$ cat config.mk
export PLATFORM = sky130hd
export DESIGN_NAME = seq_serializer
export DESIGN_NICKNAME = d
export VERILOG_FILES = /design/src/rtl/seq_serializer_pkg.sv /design/src/rtl/seq_serializer.sv
export SDC_FILE = /design/constraint.sdc
export NUM_CORES = 1
export LEC_CHECK = 0
export BUFFER_PORTS_ARGS = -buffer_cell sky130_fd_sc_hd__buf_4
export CAP_MARGIN = 15
export CORE_UTILIZATION = 55
export DETAILED_ROUTE_END_ITERATION = 8
export HOLD_SLACK_MARGIN = 0.06
export PLACE_DENSITY = 0.78
export SKIP_LAST_GASP = 1
export SYNTH_ARGS = -nofsm -noshare
export SYNTH_HDL_FRONTEND = slang
export SYNTH_SLANG_ARGS = --single-unit
export TNS_END_PERCENT = 100
$ cat constraint.sdc
create_clock -name i_clk -period 2.1 [get_ports i_clk]
set_clock_uncertainty 0.15 [all_clocks]
set_input_delay 0.21 -clock i_clk [delete_from_list [all_inputs] [get_ports i_clk]]
set_output_delay 0.21 -clock i_clk [all_outputs]
set_load 0.02 [all_outputs]
$ cat src/rtl/seq_serializer_pkg.sv
`default_nettype none
// ============================================================================
// Module      : seq_serializer_pkg
// Description : Shared FSM state encodings for the serializer and the
//               downstream sequence-detector blocks.
// Revision    : 1.0 - initial release
// ============================================================================
package seq_serializer_pkg;

  // S_IDLE : shift register empty, nothing on the serial line
  // S_SHIFT: a word occupies the shift register (possibly awaiting its MSB)
  typedef enum logic [0:0] {
    S_IDLE  = 1'b0,
    S_SHIFT = 1'b1
  } seq_state_t;

endpackage : seq_serializer_pkg
`default_nettype wire

$ cat src/rtl/seq_serializer.sv
`default_nettype none
// ============================================================================
// Module      : seq_serializer
// Description : Parallel-to-serial converter feeding a bit-serial sequence
//               detector. MSB first, one bit per unstalled cycle, with a
//               one-entry holding buffer so consecutive words stream without
//               a gap. o_seq is forced low whenever no data bit is present.
// Revision    : 1.0 - initial release
// ============================================================================
module seq_serializer
  import seq_serializer_pkg::*;
#(
  parameter int DATA_W = 8
) (
  input  logic              i_clk,
  input  logic              i_rst,
  input  logic [DATA_W-1:0] i_data,
  input  logic              i_vld,
  output logic              o_rdy,
  input  logic              i_stall,
  output logic              o_seq,
  output logic              o_seq_vld,
  output logic              o_last,
  output logic              o_busy
);

  localparam int                 c_CNT_W    = $clog2(DATA_W);
  localparam logic [c_CNT_W-1:0] c_CNT_LAST = c_CNT_W'(DATA_W - 1);
  localparam logic [c_CNT_W-1:0] c_CNT_ONE  = c_CNT_W'(1);

  // Registered state
  seq_state_t         r_state;
  logic [c_CNT_W-1:0] r_cnt;
  logic [DATA_W-1:0]  r_shift;
  logic [DATA_W-1:0]  r_hold;
  logic               r_hold_full;
  logic               r_seq;
  logic               r_seq_vld;
  logic               r_last;

  // Next-state values
  seq_state_t         w_state_nxt;
  logic [c_CNT_W-1:0] w_cnt_nxt;
  logic [DATA_W-1:0]  w_shift_nxt;
  logic [DATA_W-1:0]  w_hold_nxt;
  logic               w_hold_full_nxt;
  logic               w_seq_nxt;
  logic               w_seq_vld_nxt;
  logic               w_last_nxt;

  logic               w_accept;
  logic               w_last_bit;

  // Ready only depends on buffer occupancy, never on i_vld.
  assign o_rdy      = !r_hold_full;
  assign w_accept   = i_vld && !r_hold_full;
  // The LSB is currently on the line; the next unstalled edge ends the word.
  assign w_last_bit = r_seq_vld && (r_cnt == c_CNT_LAST);

  assign o_seq      = r_seq;
  assign o_seq_vld  = r_seq_vld;
  assign o_last     = r_last;
  assign o_busy     = (r_state == S_SHIFT) || r_hold_full;

  // Next-state and serial output decode; every target defaults to "hold".
  always_comb begin
    w_state_nxt     = r_state;
    w_cnt_nxt       = r_cnt;
    w_shift_nxt     = r_shift;
    w_hold_nxt      = r_hold;
    w_hold_full_nxt = r_hold_full;
    w_seq_nxt       = r_seq;
    w_seq_vld_nxt   = r_seq_vld;
    w_last_nxt      = r_last;

    case (r_state)
      S_IDLE: begin
        // Direct load is allowed even while stalled; the MSB then waits in
        // S_SHIFT until the stall drops.
        if (w_accept) begin
          w_state_nxt = S_SHIFT;
          w_shift_nxt = i_data;
          w_cnt_nxt   = '0;
          if (!i_stall) begin
            w_seq_nxt     = i_data[DATA_W-1];
            w_seq_vld_nxt = 1'b1;
            w_last_nxt    = 1'b0;
          end
        end
      end

      S_SHIFT: begin
        if (i_stall) begin
          // Serial side frozen; the holding buffer may still fill.
          if (w_accept) begin
            w_hold_nxt      = i_data;
            w_hold_full_nxt = 1'b1;
          end
        end else if (!r_seq_vld) begin
          // Word was loaded during a stall: present its MSB now.
          w_seq_nxt     = r_shift[DATA_W-1];
          w_seq_vld_nxt = 1'b1;
          w_last_nxt    = 1'b0;
          if (w_accept) begin
            w_hold_nxt      = i_data;
            w_hold_full_nxt = 1'b1;
          end
        end else if (w_last_bit) begin
          // Word boundary: chain the next word in with no idle cycle.
          if (r_hold_full) begin
            w_shift_nxt     = r_hold;
            w_cnt_nxt       = '0;
            w_seq_nxt       = r_hold[DATA_W-1];
            w_seq_vld_nxt   = 1'b1;
            w_last_nxt      = 1'b0;
            w_hold_full_nxt = 1'b0;
          end else if (w_accept) begin
            w_shift_nxt   = i_data;
            w_cnt_nxt     = '0;
            w_seq_nxt     = i_data[DATA_W-1];
            w_seq_vld_nxt = 1'b1;
            w_last_nxt    = 1'b0;
          end else begin
            w_state_nxt   = S_IDLE;
            w_shift_nxt   = '0;
            w_cnt_nxt     = '0;
            w_seq_nxt     = 1'b0;
            w_seq_vld_nxt = 1'b0;
            w_last_nxt    = 1'b0;
          end
        end else begin
          // Mid-word: advance one bit; the bit on the line is always
          // r_shift[MSB], so the next one is the bit below it.
          w_shift_nxt = {r_shift[DATA_W-2:0], 1'b0};
          w_cnt_nxt   = r_cnt + c_CNT_ONE;
          w_seq_nxt   = r_shift[DATA_W-2];
          w_last_nxt  = ((r_cnt + c_CNT_ONE) == c_CNT_LAST);
          if (w_accept) begin
            w_hold_nxt      = i_data;
            w_hold_full_nxt = 1'b1;
          end
        end
      end

      default: begin
        w_state_nxt = S_IDLE;
      end
    endcase
  end

  // State register; reset discards both the in-flight and buffered words.
  always_ff @(posedge i_clk) begin
    if (i_rst) begin
      r_state     <= S_IDLE;
      r_cnt       <= '0;
      r_shift     <= '0;
      r_hold      <= '0;
      r_hold_full <= 1'b0;
      r_seq       <= 1'b0;
      r_seq_vld   <= 1'b0;
      r_last      <= 1'b0;
    end else begin
      r_state     <= w_state_nxt;
      r_cnt       <= w_cnt_nxt;
      r_shift     <= w_shift_nxt;
      r_hold      <= w_hold_nxt;
      r_hold_full <= w_hold_full_nxt;
      r_seq       <= w_seq_nxt;
      r_seq_vld   <= w_seq_vld_nxt;
      r_last      <= w_last_nxt;
    end
  end

endmodule : seq_serializer
`default_nettype wire

### After elaboration in Yosys (flattened, before gate mapping)

Cells that the tools add are included.

| operators by class | value |
|---|---|
| add/subtract/negate cells | 1 |
| equality and inequality tests | 7 |
| muxes and demuxes | 44 |
| bitwise operators | 1 |
| reductions and logical operators | 7 |

Operators with widths:

| kind | number |
|---|---|
| $mux 8 | 10 |
| $mux 1 | 24 |
| $pmux 8 s2 | 1 |
| $mux 3 | 4 |
| $pmux 1 s2 | 4 |
| $eq 3x3->1 const B | 2 |
| $ne 2x2->1 const B | 3 |
| $pmux 3 s2 | 1 |
| $reduce_and 3->1 | 2 |
| $add 3x1->3 const B | 1 |
| $ne 3x3->1 const B | 1 |
| $logic_and 1x1->1 | 2 |
| $ne 2x1->1 const B | 1 |
| $reduce_and 2->1 | 1 |
| $logic_not 1->1 | 1 |
| $logic_or 1x1->1 | 1 |
| $not 1->1 | 1 |

| word-level totals | value |
|---|---|
| register bits after elaboration | 24 |
| input port bits | 12 |
| output and inout port bits | 5 |
| word-level logic and storage cells | 68 |

### Depth between registers and ports, before layout

Gate-level depths: netlist (run 1).

| logic depth | value |
|---|---|
| depth in word-level cells | 8 |
| depth in mapped cells | 8 |
| depth with buffers taken out | 6 |

### Worst setup path before layout (run 1)

No wires, ideal clock.

| timing | value |
|---|---|
| path type | reg-to-reg |
| start | register r_cnt[0] |
| end | register r_seq, in the netlist o_seq |
| setup time | 130 ps |
| arrival | 1576 ps |
| slack | 244 ps |
| cell stages (with the launch flop) | 8 |
| buffers on the path | 1 |
| path through | dfxtp_1 > ha_1 > ha_1 > and2_1 > clkbuf_1 > o211ai_1 > a2111oi_0 > nor4_1 |

| on the way | value |
|---|---|
| word-level cells in the longest chain between the ends | 6 |

Ends and longest elaborated chain:

| item | line | source |
|---|---|---|
| start, declared | seq_serializer.sv:33 | `logic [c_CNT_W-1:0] r_cnt;` |
| start signal, assigned | seq_serializer.sv:164 | `r_cnt <= w_cnt_nxt;` |
| $eq 3x3->1 | seq_serializer.sv:58 | `assign w_last_bit = r_seq_vld && (r_cnt == c_CNT_LAST);` |
| $logic_and 1x1->1 | seq_serializer.sv:58 |  |
| $mux 1 | seq_serializer.sv:108 | `end else if (w_last_bit) begin` |
| $mux 1 | seq_serializer.sv:99 | `end else if (!r_seq_vld) begin` |
| $mux 1 | seq_serializer.sv:93 | `if (i_stall) begin` |
| $pmux 1 s2 | seq_serializer.sv:76 | `case (r_state)` |
| end signal, assigned | seq_serializer.sv:168 | `r_seq <= w_seq_nxt;` |
| end, declared | seq_serializer.sv:37 | `logic r_seq;` |

No other way between the ends. The select of a mux whose other input is x is not followed.
A chain may end at the register's enable or synchronous reset.

### Worst setup path in the final report (run 1)

| timing | value |
|---|---|
| start | register r_cnt[0] |
| end | register r_shift[6] |

| on the way | value |
|---|---|
| word-level cells in the longest chain between the ends | 6 |

Ends and longest elaborated chain:

| item | line | source |
|---|---|---|
| $eq 3x3->1 | seq_serializer.sv:58 |  |
| $logic_and 1x1->1 | seq_serializer.sv:58 |  |
| $mux 8 | seq_serializer.sv:108 |  |
| $mux 8 | seq_serializer.sv:99 |  |
| $mux 8 | seq_serializer.sv:93 |  |
| $pmux 8 s2 | seq_serializer.sv:76 |  |
| end signal, assigned | seq_serializer.sv:165 | `r_shift <= w_shift_nxt;` |
| end, declared | seq_serializer.sv:34 | `logic [DATA_W-1:0] r_shift;` |

No other way between the ends. The select of a mux whose other input is x is not followed.

==> results of run 1 <==
[layer usage]
| metal | track usage | up-vias | share of wire |
|---|---|---|---|
| li1 | - | 583 | - |
| met1 | 0.320 | 554 | 0.45 |
| met2 | 0.502 | 23 | 0.51 |
| met3 | 0.0312 | 2 | 0.026 |
| met4 | 0.0833 | 0 | 0.0072 |
| met5 | 0 | - | 0 |
[final timing paths]
kind / endpoint / from / cells after the start / slack (ps)
setup / recovery: r_shift[6] / r_cnt[0] / 7 / 200
hold / removal: r_hold_full / i_stall / 3 / 80
setup reg to reg: r_shift[6] / r_cnt[0] / 7 / 200
hold reg to reg: r_cnt[2] / r_cnt[2] / 2 / 320
[layout by cell type (no fill, tap or decap), types with 3 or more instances in the layout]
cell type,netlist,routed
mux2i_1,9,9
clkbuf_4,0,3
dfxtp_1,24,24
nor2_1,24,24
nand2_1,20,20
a21oi_1,8,8
ha_1,3,3
a211oi_1,8,8
nor3_1,4,4
o21ai_0,7,7
o211ai_1,14,14
dlygate4sd3_1,0,8
buf_4,0,22
[timing repair]
| action | 4_1_cts | 5_1_grt |
|---|---|---|
| hold buffers | 8 | 0 |
| endpoints found under the setup margin | 0 | 1 |
| endpoints found under the hold margin | 8 | 0 |
| buffers inserted | 0 | 0 |
| resized for setup | 0 | 1 |
[registers in the layout (all words and copies together) (netlist names)]
signal / cells
o_seq: 1
o_last: 1
r_cnt: 3
r_shift: 8
r_hold: 8
r_state: 1
o_seq_vld: 1
r_hold_full: 1
[power by group through the flow]
| stage | sequential [mW] | combinational [mW] | clock (mW) |
|---|---|---|---|
| floorplan | 0.512 | 0.106 | 0 |
| global placement | 0.521 | 0.156 | 0 |
| detailed placement | 0.522 | 0.162 | 0 |
| CTS | 0.512 | 0.175 | 0.246 |
| global route | 0.518 | 0.193 | 0.264 |
| finish | 0.513 | 0.176 | 0.245 |
[area by class of cell]
type / count / share of cell area
flip-flops and latches: 24 / 0.322
well taps: 27 / 0.0226
multi-input cells: 113 / 0.457
inverters: 4 / 0.0101
clock buffers: 4 / 0.0243
repair buffers: 30 / 0.164
[worst register-to-register path, stage by stage (launching register included)]
cell and delay [ps]:
dfxtp_1 360, ha_1 210, ha_1 260, and2_1 200, buf_4 180, o211ai_1 110, o211ai_1 120, a211oi_1 230
[metrics by stage]
stage / hold WS, ps / cell area, sq um
5_1_grt: 107 / 1490
3_3_place_gp: 298 / 1380
4_1_cts: 72.1 / 1490
3_5_place_dp: 303 / 1380
2_1_floorplan: 133 / 1220
6_report: 81.3 / 1490
[cell families (layout without fill, tap and decap cells)]
| group | count (synthesis) | in the layout | share of synthesized area |
|---|---|---|---|
| simple gates | 60 | 60 | 0.216 |
| flops | 24 | 24 | 0.393 |
| compound gates | 41 | 41 | 0.238 |
| mux | 9 | 9 | 0.0738 |
| buf+inv | 15 | 38 | 0.0482 |
| fa+ha+maj | 3 | 3 | 0.0307 |
==> results.tsv, run 1 <==
metric	value	unit
die area	2410	sq um
Max Freq	0.527	GHz
Synth Cell Area	1220	sq um
Synth Net Count	167	
Initial Utilization	0.604	
Tcrit/Tclk final	0.903	
share of the synthesized area in the top cell type	0.393	
gp weighted congestion	0.817	
drt pass-1 iters	4	
Remaining DRCs	0	
unrepaired setup endpoints after global routing	no	
Die Wd	49.1	um
CP Class	reg -> reg	
Final Routed Wirelength	2.92	mm
arrival time of the worst setup path	1980	ps
Reg power frac	0.549	
vias in the first global route	1178	
Site Rows	16	
Core Util, Final	0.739	
warnings from Yosys	0	
CTS Buf Count	3	
slowest stage delay, CP	360	ps
clock sinks	24	
worst-margin pin slew	407	ps
min Tclk post-route	1900	ps
Slew Limit Fails	0	
area grow syn2layout	22.3	%
Post-Layout Cell Count	202	
antenna violations before repair	0	
slowest CP cell	dfxtp_1	
CTS tree	yes	
Final Hold Fails	0	
Cell Pwr Density	625	nW/um^2
Pint	671	uW
IO Port Bufs	16	
Placed Cells	190	
Multi-input gate area	683	sq um
Startpoint Class	flop	
Top delay family on crit path	adder cells	
setup ws final	204	ps
outcome	completed	
hpwl dp	1.99	mm
CP max FO	13	
clock power share	0.262	
Routed Antenna Nets	0	
worst vdd ir	0.484	mV
Total GRT Usage	0.271	
CTS max path bufs	2	
share of layout cells above drive strength 1	0.171	
H-tree levels	1	
Post-synth EDFFs	0	
maxcap violations	0	
Mean Syn Cell Area	8.03	sq um
worst skew pair latency	310	ps
CTS clk-pin slew, worst paths	140	ps
static leakage	0.558	nW
routed len/inst	14.5	um
ant diodes	0	
Yosys reg bits	24	
drt initial violations	21	
DP Worst Slack	198	ps
Post-synth top cells	24 x dfxtp_1, 24 x nor2_1, 20 x nand2_1	
via density per instance	5.75	
total power	934	uW
largest net degree at the start of global routing	25	
Synth async-reset ratio	0	
first-pass GRT wire length	5.09	mm
crit-path cells	ha_1, ha_1, and2_1, buf_4, o211ai_1, o211ai_1, a211oi_1	
WP data required	2180	ps
Logic pwr share	0.189	
top cells by area, synth	dfxtp_1 39%, o211ai_1 8.6%, mux2i_1 7.4%	
# IOs	17	
Worst Path Buf+Inv	1	
biggest area consumer among synthesized cells	dfxtp_1	
final setup fails	0	
Distinct cells, synth	27	
Post-Synthesis Cells	152	
Nets	191	
slew margin rel.	0.728	
Filler cells	179	
Core Footprint	2020	sq um
Most used DFF post-synth	dfxtp_1	
switching part of the total	0.281	
via count	1162	
P_sw	262	uW
register area share after synthesis	0.393	
root buffer cell	clkbuf_4	
worst hold path type	in -> reg	
Die Ht	49.1	um
Reg area	480	sq um
gr ovfl total	0	
final setup TNS	0	ps
Worst setup EP type	flop	
Note: power is estimated with default switching activity, not from simulation.
==> run 2, diff against run 1 <==
PLACE_DENSITY = 0.81   (was 0.78)
==> results.tsv, run 2 (synthesis gave the netlist of run 1 again) <==
metric	value	unit	change
H-tree levels	1		unchanged
largest net degree at the start of global routing	25		unchanged
Logic pwr share	0.190		about the same
gp weighted congestion	0.867		+6.0%
ant diodes	0		unchanged
worst hold path type	in -> reg		
Pint	672	uW	about the same
IO Port Bufs	16		unchanged
commonest non-fill, non-tap cells in the layout	24 x nor2_1, 24 x dfxtp_1, 22 x buf_4		
final setup fails	0		unchanged
final setup TNS	0	ps	unchanged
Final Hold Fails	0		unchanged
P_sw	259	uW	-1.2%
drt pass-1 iters	4		unchanged
hpwl dp	1.89	mm	-5.2%
Cell Pwr Density	623	nW/um^2	-0.30%
unrepaired setup endpoints after global routing	no		
setup repair bufs after CTS	0		unchanged
arrival time of the worst setup path	1960	ps	-20 ps
clock sinks	24		unchanged
area grow syn2layout	22.3	%	unchanged
maxcap violations	0		unchanged
Slew Limit Fails	0		unchanged
Routed Antenna Nets	0		unchanged
worst vdd ir	0.474	mV	-2.0%
drt initial violations	47		+120%
flop-to-flop setup slack	220	ps	about the same
min Tclk post-route	1880	ps	-13.8 ps
Max Freq	0.531	GHz	+0.73%
first-pass GRT wire length	4.85	mm	-4.6%
static leakage	0.558	nW	unchanged
outcome	completed		
FF-to-FF End	r_shift[1]		
clock power share	0.261		about the same
antenna violations before repair	0		unchanged
Reg power frac	0.549		about the same
Filler cells	166		-7.3%
CP Class	reg -> reg		
die area	2410	sq um	unchanged
CTS tree	yes		
Startpoint Class	flop		
CTS clk-pin slew, worst paths	130	ps	about the same
Nets	191		unchanged
Tcrit/Tclk final	0.896		-0.00656
slew margin rel.	0.732		+0.00393
R2R Path Start	r_cnt[0]		
WP data required	2180	ps	about the same
Site Rows	16		unchanged
switching part of the total	0.279		-0.00239
CP max FO	13		unchanged
worst skew pair latency	310	ps	about the same
Core Footprint	2020	sq um	unchanged
routed len/inst	14.0	um	-2.9%
largest registers	r_hold: 8 flops, r_shift: 8 flops, r_cnt: 3 flops		
root buffer cell	clkbuf_4		
hold path cells	3		unchanged
worst-margin pin slew	401	ps	-5.89 ps
Worst setup EP type	flop		
vias in the first global route	1066		-9.5%
via count	1174		+1.0%
share of layout cells above drive strength 1	0.171		unchanged
Core Util, Final	0.739		unchanged
CTS Buf Count	3		unchanged
Total GRT Usage	0.258		-0.0128
Die Ht	49.1	um	unchanged
Remaining DRCs	0		unchanged
Worst Hold Launch	i_stall		
Register-to-Register Path Depth	7		unchanged
Final Routed Wirelength	2.84	mm	-2.9%
Die Wd	49.1	um	unchanged
WHS Endpoint	r_hold_full		
CTS max path bufs	2		unchanged
Initial Utilization	0.604		unchanged
via density per instance	5.81		+1.0%
# IOs	17		unchanged
gr ovfl total	0		unchanged
-- run 2: layout make-up --
type | count | area, sq um | share of cell area
Multi-Input combinational cell | 113 | 683 | 0.457
Clock buffer | 4 | 36.3 | 0.0243
Timing Repair Buffer | 30 | 245 | 0.164
Sequential cell | 24 | 480 | 0.322
Inverter | 4 | 15.0 | 0.0101
Tap cell | 27 | 33.8 | 0.0226
-- run 2: power by group through the flow --
stage          logic, mW  clock network, mW  registers [mW]
2_1_floorplan      0.106                  0           0.512
3_3_place_gp       0.158                  0           0.520
3_5_place_dp       0.163                  0           0.521
4_1_cts            0.175              0.250           0.511
5_1_grt            0.193              0.267           0.515
6_report           0.177              0.243           0.511
-- run 2: metrics by stage --
stage	total power, mW	hold WS (ps)	cells	worst slack (ps)	area (sq um)
after floorplan	0.618	133	152	244	1220
after global placement	0.678	297	190	301	1380
after detailed placement	0.683	314	190	257	1380
after CTS	0.936	71.1	202	220	1490
after global routing	0.976	86.0	202	52.1	1490
final	0.931	85.2	202	217	1490
-- run 2: what timing repair did --
item                       CTS  global route
hold endpoints to repair     8             0
resized for setup            0             1
setup endpoints to repair    0             1
hold buffers                 8             0
-- run 2: worst max path at each step --
stage	cells past startpoint	startpoint	endpoint
6_report	7	r_cnt[0]	r_shift[1]
5_1_grt	6	r_cnt[0]	o_seq
4_1_cts	7	r_cnt[0]	r_shift[1]
3_5_place_dp	7	r_cnt[0]	r_shift[1]
3_3_place_gp	7	r_cnt[0]	r_shift[1]
2_1_floorplan	7	r_cnt[0]	o_seq
-- run 2: routing by layer --
| layer | up-vias | GRT usage | wire [um] |
|---|---|---|---|
| met5 | - | 0 | 0 |
| met4 | 0 | 0.103 | 12 |
| met3 | 2 | 0.0280 | 193 |
| met2 | 47 | 0.427 | 1350 |
| met1 | 539 | 0.341 | 1280 |
| li1 | 586 | - | - |
-- run 2: critical path, stage by stage, from the launching register on --
cell and delay, ps:
dfxtp_1 360, ha_1 210, ha_1 270, and2_1 210, buf_4 180, o211ai_1 90
o211ai_1 110, a211oi_1 220
==> run 3, diff against run 2 <==
CORE_UTILIZATION = 58   (was 55)
CTS_BUF_LIST = sky130_fd_sc_hd__clkbuf_2   (was default)
PLACE_DENSITY = 0.84   (was 0.81)
==> results.tsv, run 3 (synthesis gave the netlist of run 1 again) <==
metric	value	unit	change
placed instance area	1370	sq um	-0.55%
Die Ht	47.9	um	-2.5%
static leakage	0.571	nW	+2.3%
Reg area	482	sq um	+0.26%
Initial Utilization	0.622		+0.0185
hpwl dp	1.91	mm	+1.4%
CTS max path bufs	2		unchanged
Tcrit/Tclk final	0.932		+0.0357
Final Routed Wirelength	2.96	mm	+4.3%
via count	1187		+1.1%
Multi-input gate area	684	sq um	+0.18%
final setup fails	0		unchanged
worst vdd ir	0.508	mV	+7.2%
outcome	completed		
unrepaired setup endpoints after global routing	no		
share of layout cells above drive strength 1	0.175		+0.00371
vias in the first global route	1147		+7.6%
final setup TNS	0	ps	unchanged
H-tree levels	1		unchanged
slowest stage delay, CP	550	ps	+190 ps
Nets	193		+1.0%
Final Hold Fails	0		unchanged
Worst setup EP type	flop		
ant diodes	0		unchanged
routed len/inst	14.5	um	+3.3%
Routed Antenna Nets	0		unchanged
Filler cells	151		-9.0%
Cell Pwr Density	658	nW/um^2	+5.6%
clock sinks	24		unchanged
IO Port Bufs	16		unchanged
Register-to-Register Path Depth	6		-1
min Tclk post-route	1960	ps	+74.9 ps
worst skew pair latency	360	ps	+50 ps
Setup crit end	r_hold_full		
Slew Limit Fails	0		unchanged
CTS tree	yes		
CP max FO	6		-7
Core Footprint	1960	sq um	-3.0%
FF-to-FF End	r_hold_full		
slew margin rel.	0.710		-0.0224
critical path launch point	r_cnt[1]		
first-pass GRT wire length	4.69	mm	-3.4%
setup repair bufs after CTS	0		unchanged
worst hold path type	in -> reg		
R2R Path Start	r_cnt[1]		
crit-path cells	ha_1, ha_2, nand3_1, nor2_1, nor3_1, dlygate4sd3_1		
Die Wd	47.9	um	-2.5%
flop-to-flop setup slack	140	ps	-70 ps
Max Freq	0.511	GHz	-3.8%
die area	2290	sq um	-5.0%
commonest non-fill, non-tap cells in the layout	24 x nor2_1, 23 x dfxtp_1, 21 x buf_4		
CP Class	reg -> reg		
Startpoint Class	flop		
commonest non-fill, non-tap cell in the layout	nor2_1		
Remaining DRCs	0		unchanged
largest net degree at the start of global routing	25		unchanged
gp weighted congestion	0.870		+0.43%
antenna violations before repair	0		unchanged
area grow syn2layout	25.1	%	
Site Rows	16		unchanged
worst-margin pin slew	435	ps	+33.6 ps
WP data required	2240	ps	+60 ps
CTS Buf Count	3		unchanged
slowest CP cell	dlygate4sd3_1		
maxcap violations	0		unchanged
largest registers	r_hold: 8 flops, r_shift: 8 flops, r_cnt: 3 flops		
drt initial violations	22		-53%
Total GRT Usage	0.292		+0.0339
gr ovfl total	0		unchanged
drt pass-1 iters	4		unchanged
via density per instance	5.82		+0.12%
cell area after layout	1530	sq um	+2.3%
root buffer cell	clkbuf_2		
# IOs	17		unchanged
CTS clk-pin slew, worst paths	240	ps	+110 ps
arrival time of the worst setup path	2100	ps	+140 ps
==> run 3: layer usage <==
metal | vias to the layer above | track usage | share of wire
met5 | - | 0 | 0
met4 | 0 | 0.106 | 0.0071
met1 | 577 | 0.349 | 0.44
met3 | 2 | 0.0528 | 0.023
met2 | 21 | 0.519 | 0.53
li1 | 587 | - | -
==> run 3: where the power goes <==
group          total (mW)  switching, mW  internal [mW]
Clock               0.314          0.150          0.164
Sequential          0.513         0.0267          0.486
Combinational       0.179         0.0962         0.0825
Total                1.01          0.273          0.732
==> run 3: cell type report <==
type | count | share of cell area
multi-input combinational | 113 | 0.448
sequential | 24 | 0.315
timing repair buffer | 32 | 0.175
tap | 27 | 0.0221
clock inverter | 1 | 0.0197
clock buffer | 3 | 0.00983
inverter | 4 | 0.00983
==> run 3: worst min-delay path by stage <==
stage	end	from	cells after the start
floorplan	r_shift[0]	i_rst	1
global placement	r_cnt[2]	r_cnt[2]	2
detailed placement	r_hold[5]	i_data[5]	3
CTS	o_seq_vld	i_vld	3
global route	o_seq_vld	i_vld	3
finish	o_seq_vld	i_vld	3
==> run 3: stage by stage <==
stage / hold slack, ps / util / power, mW / cells / worst slack [ps]
finish: 120 / 0.779 / 1.01 / 204 / 143
floorplan: 133 / - / 0.618 / 152 / 244
detailed placement: 321 / 0.698 / 0.680 / 189 / 206
CTS: 120 / 0.777 / 1.01 / 204 / 46.3
global route: 131 / 0.779 / 1.04 / 204 / 11.5
global placement: 297 / 0.698 / 0.674 / 189 / 239
==> run 3: worst max-delay path, delay by kind of cell, from the launching register on <==
kind | cells | cell delay (ps)
adders and majority gates | 2 | 410
DFF | 1 | 420
and+or+nand+nor | 3 | 360
buffers and inverters | 1 | 550
==> run 3: repair_timing <==
item	in CTS	in global routing
gates resized for setup	0	2
endpoints found under the hold margin	24	0
hold buffers	11	0
setup endpoints to repair	0	1
